--- src/rtl/pipe_ctrl.sv ---
// pipe_ctrl: hazard and stall controller for a five-stage in-order pipeline.
// Owns the stage valid bits, the stage register load enables, the operand
// forwarding selects and a load-use stall performance counter.
module pipe_ctrl #(
    parameter int CNT_W = 32
) (
    input  logic             clk,
    input  logic             resetn,
    input  logic [4:0]       id_rs,
    input  logic [4:0]       id_rt,
    input  logic             id_use_rs,
    input  logic             id_use_rt,
    input  logic [4:0]       ex_wreg,
    input  logic [4:0]       mem_wreg,
    input  logic [4:0]       wb_wreg,
    input  logic             ex_wen,
    input  logic             mem_wen,
    input  logic             wb_wen,
    input  logic             ex_is_load,
    input  logic             mem_is_load,
    input  logic             dmem_stall,
    output logic             pc_en,
    output logic             if_id_en,
    output logic             id_ex_en,
    output logic             ex_mem_en,
    output logic             mem_wb_en,
    output logic             id_valid,
    output logic             ex_valid,
    output logic             mem_valid,
    output logic             wb_valid,
    output logic [1:0]       fwd_a_sel,
    output logic [1:0]       fwd_b_sel,
    output logic [1:0]       state,
    output logic [CNT_W-1:0] stall_cnt
);

    typedef enum logic [1:0] {
        S_INIT   = 2'b00,
        S_RUN    = 2'b01,
        S_LSTALL = 2'b10,
        S_MSTALL = 2'b11
    } state_t;

    state_t           r_state;
    state_t           w_next_state;
    logic             r_id_valid, r_ex_valid, r_mem_valid, r_wb_valid;
    logic             w_id_valid_nx, w_ex_valid_nx, w_mem_valid_nx, w_wb_valid_nx;
    logic [CNT_W-1:0] r_stall_cnt;
    logic             w_cnt_inc;
    logic             w_pc_en, w_if_id_en, w_id_ex_en, w_ex_mem_en, w_mem_wb_en;
    logic             w_ex_load, w_mem_load;
    logic             w_rs_haz, w_rt_haz, w_hazard;
    logic             w_ex_fwd_ok, w_mem_fwd_ok, w_wb_fwd_ok;
    logic [1:0]       w_fwd_a, w_fwd_b;

    // Youngest eligible writer wins; register 0 never forwards.
    function automatic logic [1:0] pick_src(
        input logic [4:0] src,
        input logic [4:0] ex_r,
        input logic [4:0] mem_r,
        input logic [4:0] wb_r,
        input logic       ex_ok,
        input logic       mem_ok,
        input logic       wb_ok
    );
        if (src == 5'd0)             return 2'b00;
        if (ex_ok  && (ex_r  == src)) return 2'b01;
        if (mem_ok && (mem_r == src)) return 2'b10;
        if (wb_ok  && (wb_r  == src)) return 2'b11;
        return 2'b00;
    endfunction

    // Load-use hazard: a used, non-zero source matches a valid load in EX or MEM.
    assign w_ex_load  = r_ex_valid  & ex_wen  & ex_is_load;
    assign w_mem_load = r_mem_valid & mem_wen & mem_is_load;
    assign w_rs_haz   = id_use_rs && (id_rs != 5'd0) &&
                        ((w_ex_load && (ex_wreg == id_rs)) || (w_mem_load && (mem_wreg == id_rs)));
    assign w_rt_haz   = id_use_rt && (id_rt != 5'd0) &&
                        ((w_ex_load && (ex_wreg == id_rt)) || (w_mem_load && (mem_wreg == id_rt)));
    assign w_hazard   = r_id_valid & (w_rs_haz | w_rt_haz);

    // Loads in EX/MEM have no data yet, so they are excluded as forwarding sources.
    assign w_ex_fwd_ok  = r_ex_valid  & ex_wen  & ~ex_is_load;
    assign w_mem_fwd_ok = r_mem_valid & mem_wen & ~mem_is_load;
    assign w_wb_fwd_ok  = r_wb_valid  & wb_wen;
    assign w_fwd_a = pick_src(id_rs, ex_wreg, mem_wreg, wb_wreg, w_ex_fwd_ok, w_mem_fwd_ok, w_wb_fwd_ok);
    assign w_fwd_b = pick_src(id_rt, ex_wreg, mem_wreg, wb_wreg, w_ex_fwd_ok, w_mem_fwd_ok, w_wb_fwd_ok);

    // Next-state, enable and valid-bit decode. Every state except INIT behaves
    // identically: memory freeze first, then load-use stall, then advance.
    always_comb begin
        w_next_state   = r_state;
        w_pc_en        = 1'b0;
        w_if_id_en     = 1'b0;
        w_id_ex_en     = 1'b0;
        w_ex_mem_en    = 1'b0;
        w_mem_wb_en    = 1'b0;
        w_id_valid_nx  = r_id_valid;
        w_ex_valid_nx  = r_ex_valid;
        w_mem_valid_nx = r_mem_valid;
        w_wb_valid_nx  = r_wb_valid;
        w_cnt_inc      = 1'b0;
        unique case (r_state)
            S_INIT: begin
                w_pc_en       = 1'b1;
                w_id_valid_nx = 1'b1;
                w_next_state  = S_RUN;
            end
            default: begin
                if (dmem_stall) begin
                    w_next_state = S_MSTALL;
                end else if (w_hazard) begin
                    w_id_ex_en     = 1'b1;
                    w_ex_mem_en    = 1'b1;
                    w_mem_wb_en    = 1'b1;
                    w_ex_valid_nx  = 1'b0;
                    w_mem_valid_nx = r_ex_valid;
                    w_wb_valid_nx  = r_mem_valid;
                    w_cnt_inc      = 1'b1;
                    w_next_state   = S_LSTALL;
                end else begin
                    w_pc_en        = 1'b1;
                    w_if_id_en     = 1'b1;
                    w_id_ex_en     = 1'b1;
                    w_ex_mem_en    = 1'b1;
                    w_mem_wb_en    = 1'b1;
                    w_id_valid_nx  = 1'b1;
                    w_ex_valid_nx  = r_id_valid;
                    w_mem_valid_nx = r_ex_valid;
                    w_wb_valid_nx  = r_mem_valid;
                    w_next_state   = S_RUN;
                end
            end
        endcase
    end

    // State, valid bits and stall counter; reset drops all in-flight work.
    always_ff @(posedge clk or negedge resetn) begin
        if (!resetn) begin
            r_state     <= S_INIT;
            r_id_valid  <= 1'b0;
            r_ex_valid  <= 1'b0;
            r_mem_valid <= 1'b0;
            r_wb_valid  <= 1'b0;
            r_stall_cnt <= '0;
        end else begin
            // NOTE: non-blocking updates so every register samples pre-edge values.
            r_state     <= w_next_state;
            r_id_valid  <= w_id_valid_nx;
            r_ex_valid  <= w_ex_valid_nx;
            r_mem_valid <= w_mem_valid_nx;
            r_wb_valid  <= w_wb_valid_nx;
            if (w_cnt_inc) r_stall_cnt <= r_stall_cnt + 1'b1;
        end
    end

    // NOTE: enables and selects decode combinationally (INIT alone would raise
    // pc_en), so they are gated by resetn to read zero for as long as reset is held.
    assign pc_en     = resetn & w_pc_en;
    assign if_id_en  = resetn & w_if_id_en;
    assign id_ex_en  = resetn & w_id_ex_en;
    assign ex_mem_en = resetn & w_ex_mem_en;
    assign mem_wb_en = resetn & w_mem_wb_en;
    assign fwd_a_sel = resetn ? w_fwd_a : 2'b00;
    assign fwd_b_sel = resetn ? w_fwd_b : 2'b00;
    assign id_valid  = r_id_valid;
    assign ex_valid  = r_ex_valid;
    assign mem_valid = r_mem_valid;
    assign wb_valid  = r_wb_valid;
    assign state     = r_state;
    assign stall_cnt = r_stall_cnt;

endmodule

--- config.mk ---
export PLATFORM = sky130hd
export DESIGN_NAME = pipe_ctrl
export DESIGN_NICKNAME = d
export VERILOG_FILES = /design/src/rtl/pipe_ctrl.sv
export SDC_FILE = /design/constraint.sdc
export NUM_CORES = 1
export LEC_CHECK = 0
export CORE_AREA = 2 2 95 97
export DETAILED_ROUTE_END_ITERATION = 6
export DIE_AREA = 0 0 97 99
export MAX_ROUTING_LAYER = met4
export PLACE_DENSITY = 0.56
export SETUP_SLACK_MARGIN = 0.02
export SYNTH_ARGS = -nofsm -noshare
export SYNTH_HDL_FRONTEND = slang
export SYNTH_SLANG_ARGS = --single-unit
--- constraint.sdc ---
create_clock -name clk -period 2.6 [get_ports clk]
set_input_delay 0.39 -clock clk [delete_from_list [all_inputs] [get_ports clk]]
set_output_delay 0.39 -clock clk [all_outputs]
set_load 0.05 [all_outputs]
==> impl_metrics.py, run 1 <==
metrics = {
    "final_layout": {
        "stdcell_count": 458,
        "n_antenna_cell": 0,
        "area_growth_pct": 60.4,
        "layout_common_cells": "clkdlybuf4s50_1 (51), dfrtp_1 (38), xor2_1 (30), nand2_1 (29), buf_4 (27)",
        "nNetsFinal": 386,
        "final_util_pct": 43.9,
        "nFillCells": 820,
        "drive_gt1_share_pct": 20.6,
        "final_common_cell": "clkdlybuf4s50_1",
    },
    "clock_tree": {
        "cts_htree_levels": 2,
        "numClockSinks": 38,
        "cts.clk_slew.worst_paths_ns": 0.08,
        "cts_tree": "done",
        "clk_latency_ns": 0.29,
        "clk_path_buf_depth": 2,
        "numCtsBuffers": 5,
        "root_buffer": "clkbuf_8",
    },
    "logic_synthesis": {
        "synth-seq-cells": 38,
        "synth-edff-count": 0,
        "synth_async_sr_flop_share_pct": 100,
        "syn_avg_cell_area_um2": 9.62,
        "synthesis.area_um2": 2340,
        "synth_warnings": 0,
        "seq_area_frac_synth_pct": 40.7,
        "synth_cell_types": 38,
        "synth_top_area_cell": "dfrtp_1",
        "synth_top_area_share_pct": 40.7,
        "ys.flop_type": "dfrtp_1",
        "syn_nets": 279,
        "synth_cells": 243,
        "synth_area_leaders": "dfrtp_1 (41%), xor2_1 (12%), xnor2_1 (10%), nand2_1 (4.7%), nand3_1 (3.2%)",
    },
    "sta": {
        "fin_tns_setup_ns": 0,
        "maxSlewHeadroom_pct": 63.1,
        "timing.fmax_mhz": 395,
        "rsz0062_at_grt": "no",
        "fin_crit_ns": 2.53,
        "fin_crit_sh_pct": 97.5,
        "finalSetupViolCount": 0,
        "tightest_slew_ns": 0.552,
        "drv_slew": 0,
        "finalHoldViolCount": 0,
        "timing.final.ws_setup_ns": 0.0658,
        "skew_ns": 0.00404,
    },
    "die": {
        "die-area_um2": 9600,
        "num_rows": 34,
        "boundaryPins": 82,
        "core_region_area_um2": 8550,
        "start_util_pct": 27.3,
        "fp.dieH_um": 99,
        "die_x_um": 97,
    },
    "setup_path": {
        "cp-end-kind": "primary output",
        "required_ns": 2.21,
        "worstSetupPathType": "in -> out",
        "crit_path_max_fanout": 4,
        "arrival_ns": 2.14,
        "start_kind": "primary input",
    },
    "power_and_ir_drop": {
        "total_power_mw": 1.46,
        "peakVddDrop_uv": 233,
        "power_leakage_nw": 1.78,
        "p_per_area_nw_per_um2": 389,
    },
    "global_route": {
        "grt_pass1_wl_mm": 11.3,
        "met1_usage_pct": 20.1,
        "grtUsageTotal_pct": 14.7,
        "grt.busiest_layer": "met2",
        "use_met2_pct": 22.9,
        "antenna_found_initial": 0,
        "first_global_vias": 2234,
        "grtUsageMet3_pct": 2.91,
        "grt_max_degree": 33,
        "overflow": 0,
    },
    "hold_path": {
        "hp-class": "reg -> reg",
    },
    "placement": {
        "dpl_worst_slack_ns": -0.174,
        "finalWeightedCongestion": 0.957,
        "dpl.hpwl_mm": 5.03,
        "numPortBuffers": 81,
        "placed_cells": 449,
    },
    "drt": {
        "routed_wirelength_mm": 6.63,
        "drt_iter0_drc": 60,
        "vias": 2134,
        "wire_per_inst_um": 14.5,
        "ant_nets": 0,
        "dr.pass1.iters": 4,
        "detail_route.vias_per_cell": 4.66,
        "drc_errors": 0,
    },
    "flow_run": {
        "drv_cap": 0,
    },
    "run_status": {
        "status": "complete, no violations",
    },
}
metal layers:
metal / routed length (µm) / share of wire (%)
met1: 3270 / 49
met3: 330 / 5.0
met5: 0 / 0
met4: 21 / 0.32
met2: 3010 / 45
timing repair:
action,4_1_cts,5_1_grt
pin swaps,7,9
setup buffers,1,0
hold buffers,1,0
hold endpoints to repair,6,0
resized for setup,13,22
setup endpoints to repair,4,4
worst max-delay path: stages:
cell             delay (ns)
clkdlybuf4s50_1        0.49
and3_1                 0.20
nand3_1                0.08
o22a_1                 0.23
o22ai_2                0.18
buf_4                  0.14
a21oi_1                0.07
o21a_1                 0.18
buf_4                  0.18
logic make-up (layout without fill, tap and decap cells):
family | after synthesis | in the layout | share of synthesized area, %
AOI/OAI and AO/OA | 15 | 15 | 4.44
xor gates and xnor gates | 59 | 59 | 22.1
adders and majority gates | 1 | 1 | 0.535
buffers and inverters | 13 | 120 | 3.16
DFF | 38 | 38 | 40.7
muxes | 3 | 3 | 1.45
and+or+nand+nor | 114 | 114 | 27.6
stage by stage:
| stage | cell area, µm² | hold WS, ns |
|---|---|---|
| finish | 3750 | 0.489 |
| global route | 3750 | 0.507 |
| CTS | 3660 | 0.492 |
| detailed placement | 3500 | 0.270 |
| global placement | 3500 | 0.268 |
| floorplan | 2340 | 0.0944 |
power by group:
part | internal, mW | total (mW) | switching, mW
registers | 0.604 | 0.619 | 0.0151
clock network | 0.307 | 0.514 | 0.206
logic | 0.150 | 0.325 | 0.175
cell usage after synthesis, types with 3 or more instances:
library cell	instances
mux2_2	3
nor2_1	17
inv_1	4
xor2_1	32
nor3_1	15
and3_1	10
nor4_2	5
dfrtp_1	38
xnor2_1	27
clkbuf_1	3
nand4_1	4
nand2b_1	4
nand2_1	29
nand3_1	15
state kept, by name, indices dropped and copies added (netlist names):
signal,cells
stall_cnt,32
state,2
ex_valid,1
id_valid,1
mem_valid,1
wb_valid,1
final timing paths:
kind / start / end / slack, ns / cells past startpoint
min in group asynchronous: resetn / state[1] / 0.52 / 2
hold reg to reg: stall_cnt[16] / stall_cnt[16] / 0.49 / 1
hold / removal: stall_cnt[16] / stall_cnt[16] / 0.49 / 1
setup reg to reg: mem_valid / stall_cnt[15] / 0.41 / 8
max in group asynchronous: resetn / stall_cnt[18] / 1.40 / 3
setup / recovery: mem_is_load / pc_en / 0.07 / 9
layout make-up:
cell class	instances	area [µm²]	area share [%]
multi-input combinational	192	1400	37.4
timing repair buffer	109	1130	30.2
sequential	38	951	25.4
tap	108	135	3.60
clock buffer	6	82.6	2.20
clock inverter	1	30.0	0.801
inverter	4	15.0	0.400
(Power assumes the default switching activity.)
==> inputs of run 2 (changes only) <==
- PLACE_DENSITY: 0.56 -> 0.58
- clock period: 2.6 -> 2.1 ns (I/O delays scaled with it)
==> impl_metrics.py, run 2 (synthesis results as in run 1) <==
metrics = {
    "sta": {
        "finalSetupViolCount": 1,
        "timing.fmax_mhz": 467,
        "drv_slew": 0,
        "skew_ns": 0.00918,
        "finalHoldViolCount": 0,
        "timing.final.ws_setup_ns": -0.0405,
        "fin_crit_sh_pct": 102,
        "tightest_slew_ns": 0.560,
        "fin_tns_setup_ns": -0.0405,
        "rsz0062_at_grt": "yes",
        "hold_ws_ns": 0.430,
        "fin_crit_ns": 2.14,
        "maxSlewHeadroom_pct": 62.6,
    },
    "power_and_ir_drop": {
        "internal_power_mw": 1.22,
        "combPwrFrac_pct": 25.7,
        "p_per_area_nw_per_um2": 416,
        "p_sw_uw": 512,
        "swShare_pct": 29.6,
        "power_leakage_nw": 2.13,
        "power_frac_clock_pct": 30.0,
        "pwr-share-seq_pct": 44.2,
        "peakVddDrop_uv": 291,
    },
    "placement": {
        "dpl.hpwl_mm": 5.01,
        "finalWeightedCongestion": 0.851,
        "numPortBuffers": 81,
        "dpl_worst_slack_ns": -0.583,
    },
    "global_route": {
        "grt_max_degree": 33,
        "grtUsageTotal_pct": 14.8,
        "first_global_vias": 2267,
        "overflow": 0,
        "grt_pass1_wl_mm": 11.2,
        "antenna_found_initial": 0,
    },
    "drt": {
        "drc_errors": 0,
        "wire_per_inst_um": 15.0,
        "drt_iter0_drc": 66,
        "dr.pass1.iters": 4,
        "routed_wirelength_mm": 7.04,
        "vias": 2186,
        "detail_route.vias_per_cell": 4.65,
        "ant_nets": 0,
    },
    "run_status": {
        "status": "complete, but fails checks",
        "violations": "negative setup slack",
    },
    "setup_path": {
        "required_ns": 1.78,
        "ff2ff_path_depth": 8,
        "crit_path_max_fanout": 4,
        "worstSetupPathType": "reg -> out",
        "cp-end-kind": "primary output",
        "start_kind": "flop",
        "arrival_ns": 1.83,
    },
    "die": {
        "core_region_area_um2": 8550,
        "die-area_um2": 9600,
        "start_util_pct": 27.3,
        "die_x_um": 97,
        "num_rows": 34,
        "boundaryPins": 82,
        "fp.dieH_um": 99,
    },
    "clock_tree": {
        "cts_htree_levels": 2,
        "cts.clk_slew.worst_paths_ns": 0.07,
        "numCtsBuffers": 5,
        "clk_path_buf_depth": 2,
        "clk_latency_ns": 0.29,
        "root_buffer": "clkbuf_8",
        "cts_tree": "done",
        "numClockSinks": 38,
    },
    "final_layout": {
        "final_common_cell": "clkdlybuf4s50_1",
        "final_util_pct": 48.6,
        "nNetsFinal": 397,
        "layout_common_cells": "clkdlybuf4s50_1 (42), buf_4 (32), xor2_1 (31), nand2_1 (26), dfrtp_1 (23)",
        "area_growth_pct": 77.8,
        "drive_gt1_share_pct": 43.1,
        "multi_input_area_um2": 1760,
        "nFillCells": 785,
        "register_area_um2": 970,
        "largest_register_ff_count": 32,
        "n_antenna_cell": 0,
    },
    "flow_run": {
        "drv_cap": 0,
    },
    "hold_path": {
        "hp-class": "in -> async",
    },
}
-- run 2: critical path, stage by stage (launching register included) --
cell	delay, ns
dfrtp_2	0.36
and3_4	0.20
nand3_2	0.06
o22a_1	0.22
o22ai_2	0.20
buf_6	0.13
a21oi_2	0.05
o21a_1	0.18
buf_6	0.15
-- run 2: path summary, 6_finish.rpt --
path	startpoint	end	slack [ns]
max in group asynchronous	resetn	stall_cnt[0]	1.01
min in group clk	stall_cnt[31]	stall_cnt[31]	0.47
setup reg to reg	mem_valid	stall_cnt[31]	0.11
hold / removal	resetn	id_valid	0.43
setup / recovery	mem_valid	pc_en	-0.04
hold reg to reg	stall_cnt[31]	stall_cnt[31]	0.47
-- run 2: final cells by class --
class                      instances  area share [%]
timing repair buffer             120            28.4
multi-input combinational        192            42.4
inverter                           4           0.361
clock inverter                     1           0.120
tap                              108            3.25
clock buffer                       7            2.08
sequential                        38            23.3
-- run 2: stage by stage --
| step | total power [mW] | instances | instance area [µm²] |
|---|---|---|---|
| 6_report | 1.73 | 470 | 4160 |
| 2_1_floorplan | 0.971 | 243 | 2510 |
| 3_3_place_gp | 1.18 | 454 | 3700 |
| 3_5_place_dp | 1.18 | 454 | 3700 |
| 5_1_grt | 1.82 | 470 | 4160 |
| 4_1_cts | 1.73 | 465 | 3890 |
-- run 2: per-layer routing --
metal,part of all wire [%],GRT usage (%),vias up
li1,-,-,1065
met1,48,20.3,1040
met2,46,22.4,73
met3,4.5,2.62,8
met4,1.3,4.33,0
met5,0,-,-
-- run 2: timing repair --
item                                    4_1_cts  5_1_grt
gates cloned                                  0        1
endpoints found under the hold margin         6        0
hold buffers                                  1        0
pin swaps                                    23       53
setup buffers                                 2        4
gates resized for setup                      57       85
endpoints found under the setup margin       38       35
-- run 2: power by group through the flow --
stage | Combinational, mW | Sequential [mW] | Clock (mW)
after floorplan | 0.130 | 0.841 | 0
after global placement | 0.401 | 0.782 | 0
after detailed placement | 0.400 | 0.782 | 0
after CTS | 0.415 | 0.765 | 0.546
after global routing | 0.474 | 0.770 | 0.574
final | 0.445 | 0.766 | 0.520
==> inputs of run 3 (changes only) <==
- MAX_ROUTING_LAYER: met4 -> unset
==> impl_metrics.py, run 3 (synthesis results as in run 1) <==
metrics = {
    "sta": {
        "skew_ns": 0.0111,
        "maxSlewHeadroom_pct": 62.5,
        "finalSetupViolCount": 2,
        "tightest_slew_ns": 0.560,
        "drv_slew": 0,
        "rsz0062_at_grt": "yes",
        "fin_crit_sh_pct": 103,
        "timing.final.ws_setup_ns": -0.0533,
        "timing.fmax_mhz": 464,
        "fin_crit_ns": 2.15,
        "finalHoldViolCount": 0,
    },
    "die": {
        "boundaryPins": 82,
        "fp.dieH_um": 99,
        "start_util_pct": 27.3,
        "die_x_um": 97,
        "core_region_area_um2": 8550,
        "die-area_um2": 9600,
        "num_rows": 34,
    },
    "final_layout": {
        "nFillCells": 819,
        "drive_gt1_share_pct": 39.9,
        "multi_input_area_um2": 1630,
        "nNetsFinal": 398,
        "largest_register_ff_count": 32,
        "n_antenna_cell": 0,
        "final_common_cell": "clkdlybuf4s50_1",
        "area_growth_pct": 71.0,
        "stdcell_count": 471,
        "register_area_um2": 970,
        "final_cell_area_um2": 4000,
        "layout_common_cells": "clkdlybuf4s50_1 (42), buf_4 (32), xor2_1 (31), nand2_1 (27), dfrtp_1 (23)",
    },
    "drt": {
        "drc_errors": 0,
        "routed_wirelength_mm": 6.94,
        "vias": 2220,
        "wire_per_inst_um": 14.7,
        "drt_iter0_drc": 56,
        "ant_nets": 0,
        "dr.pass1.iters": 4,
        "detail_route.vias_per_cell": 4.71,
    },
    "clock_tree": {
        "clk_latency_ns": 0.29,
        "numCtsBuffers": 5,
        "cts.clk_slew.worst_paths_ns": 0.08,
        "cts_htree_levels": 2,
        "root_buffer": "clkbuf_8",
        "clk_path_buf_depth": 2,
        "numClockSinks": 38,
        "cts_tree": "done",
    },
    "placement": {
        "placed_area_um2": 3710,
        "placed_cells": 455,
        "numPortBuffers": 81,
        "dpl.hpwl_mm": 5.14,
        "finalWeightedCongestion": 0.855,
    },
    "global_route": {
        "antenna_found_initial": 0,
        "first_global_vias": 2320,
        "overflow": 0,
        "grt_max_degree": 33,
        "grt_pass1_wl_mm": 11.4,
        "grtUsageTotal_pct": 14.6,
    },
    "flow_run": {
        "drv_cap": 0,
    },
    "setup_path": {
        "worstSetupPathType": "in -> out",
        "cpPeakStageDelay_ns": 0.28,
        "arrival_ns": 1.84,
        "crit_chain": "dlygate4sd2_1 -> xnor2_1 -> nand3_1 -> o22a_1 -> o22ai_2 -> buf_6 -> a21oi_2 -> o21a_1 -> buf_6",
        "crit_path_max_fanout": 4,
        "required_ns": 1.78,
        "cp_slowest_cell": "dlygate4sd2_1",
        "cp_common_cell": "buf_6",
        "cp-end-kind": "primary output",
        "start_kind": "primary input",
        "crit_family": "compound AO/OA/AOI/OAI gates",
        "cp_num_buf_inv": 3,
    },
    "power_and_ir_drop": {
        "peakVddDrop_uv": 302,
        "power_leakage_nw": 1.94,
        "p_per_area_nw_per_um2": 431,
    },
    "hold_path": {
        "hp-class": "in -> async",
    },
    "run_status": {
        "status": "complete, but fails checks",
        "violations": "negative setup slack",
    },
}
run 3: cell types whose count changed in the layout (fill, tap and decap cells not counted), sizes merged:
cell | before | now
buf | 49 | 50
clkbuf | 21 | 23
clkdlybuf4s15 | 6 | 3
clkinv | 1 | 0
dlygate4sd2 | 5 | 8
dlymetal6s2s | 3 | 2
run 3: repair_timing:
action                     CTS  global route
resized for setup           54            59
setup endpoints to repair   38            35
hold endpoints to repair     6             0
hold buffers                 1             0
buffers inserted             5             2
pin swaps                   22            31
run 3: per-layer routing:
metal  track usage [%]  share of wire, %  vias up
met5                 0                 0        -
met3              3.05               5.1        8
met4              4.66               1.5        0
met2              23.4                46       71
met1              19.9                48     1068
li1                  -                 -     1073
run 3: final timing paths:
check	slack, ns	from	endpoint	cells after the start
setup / recovery	-0.05	ex_wreg[4]	pc_en	9
hold / removal	0.43	resetn	state[1]	2
setup reg to reg	0.10	mem_valid	stall_cnt[22]	8
hold reg to reg	0.47	stall_cnt[31]	stall_cnt[31]	1
max in group asynchronous	1.00	resetn	stall_cnt[6]	3
min in group clk	0.47	stall_cnt[31]	stall_cnt[31]	1
run 3: area by class of cell:
class                           count  area share, %
Tap cell                          108           3.38
Inverter                            4          0.376
Sequential cell                    38           24.3
Timing Repair Buffer              121           28.9
Multi-Input combinational cell    192           40.8
Clock buffer                        8           2.25
run 3: metrics by stage:
stage	hold WS [ns]	setup TNS (ns)	total power [mW]	utilization, %	setup WS, ns
after detailed placement	0.188	-16.09	1.18	43.4	-0.531
after global routing	0.459	-0.793	1.80	46.7	-0.186
after CTS	0.432	-0.0914	1.73	45.6	-0.0721
after floorplan	0.0194	-0.00187	0.971	-	-0.00187
after global placement	0.188	-16.81	1.18	43.4	-0.548
final	0.429	-0.0544	1.72	46.7	-0.0533
run 3: power by group:
group	internal (mW)	switching, mW	total, mW
registers	0.751	0.0161	0.767
clock network	0.268	0.250	0.518
logic	0.198	0.239	0.437
total	1.22	0.504	1.72
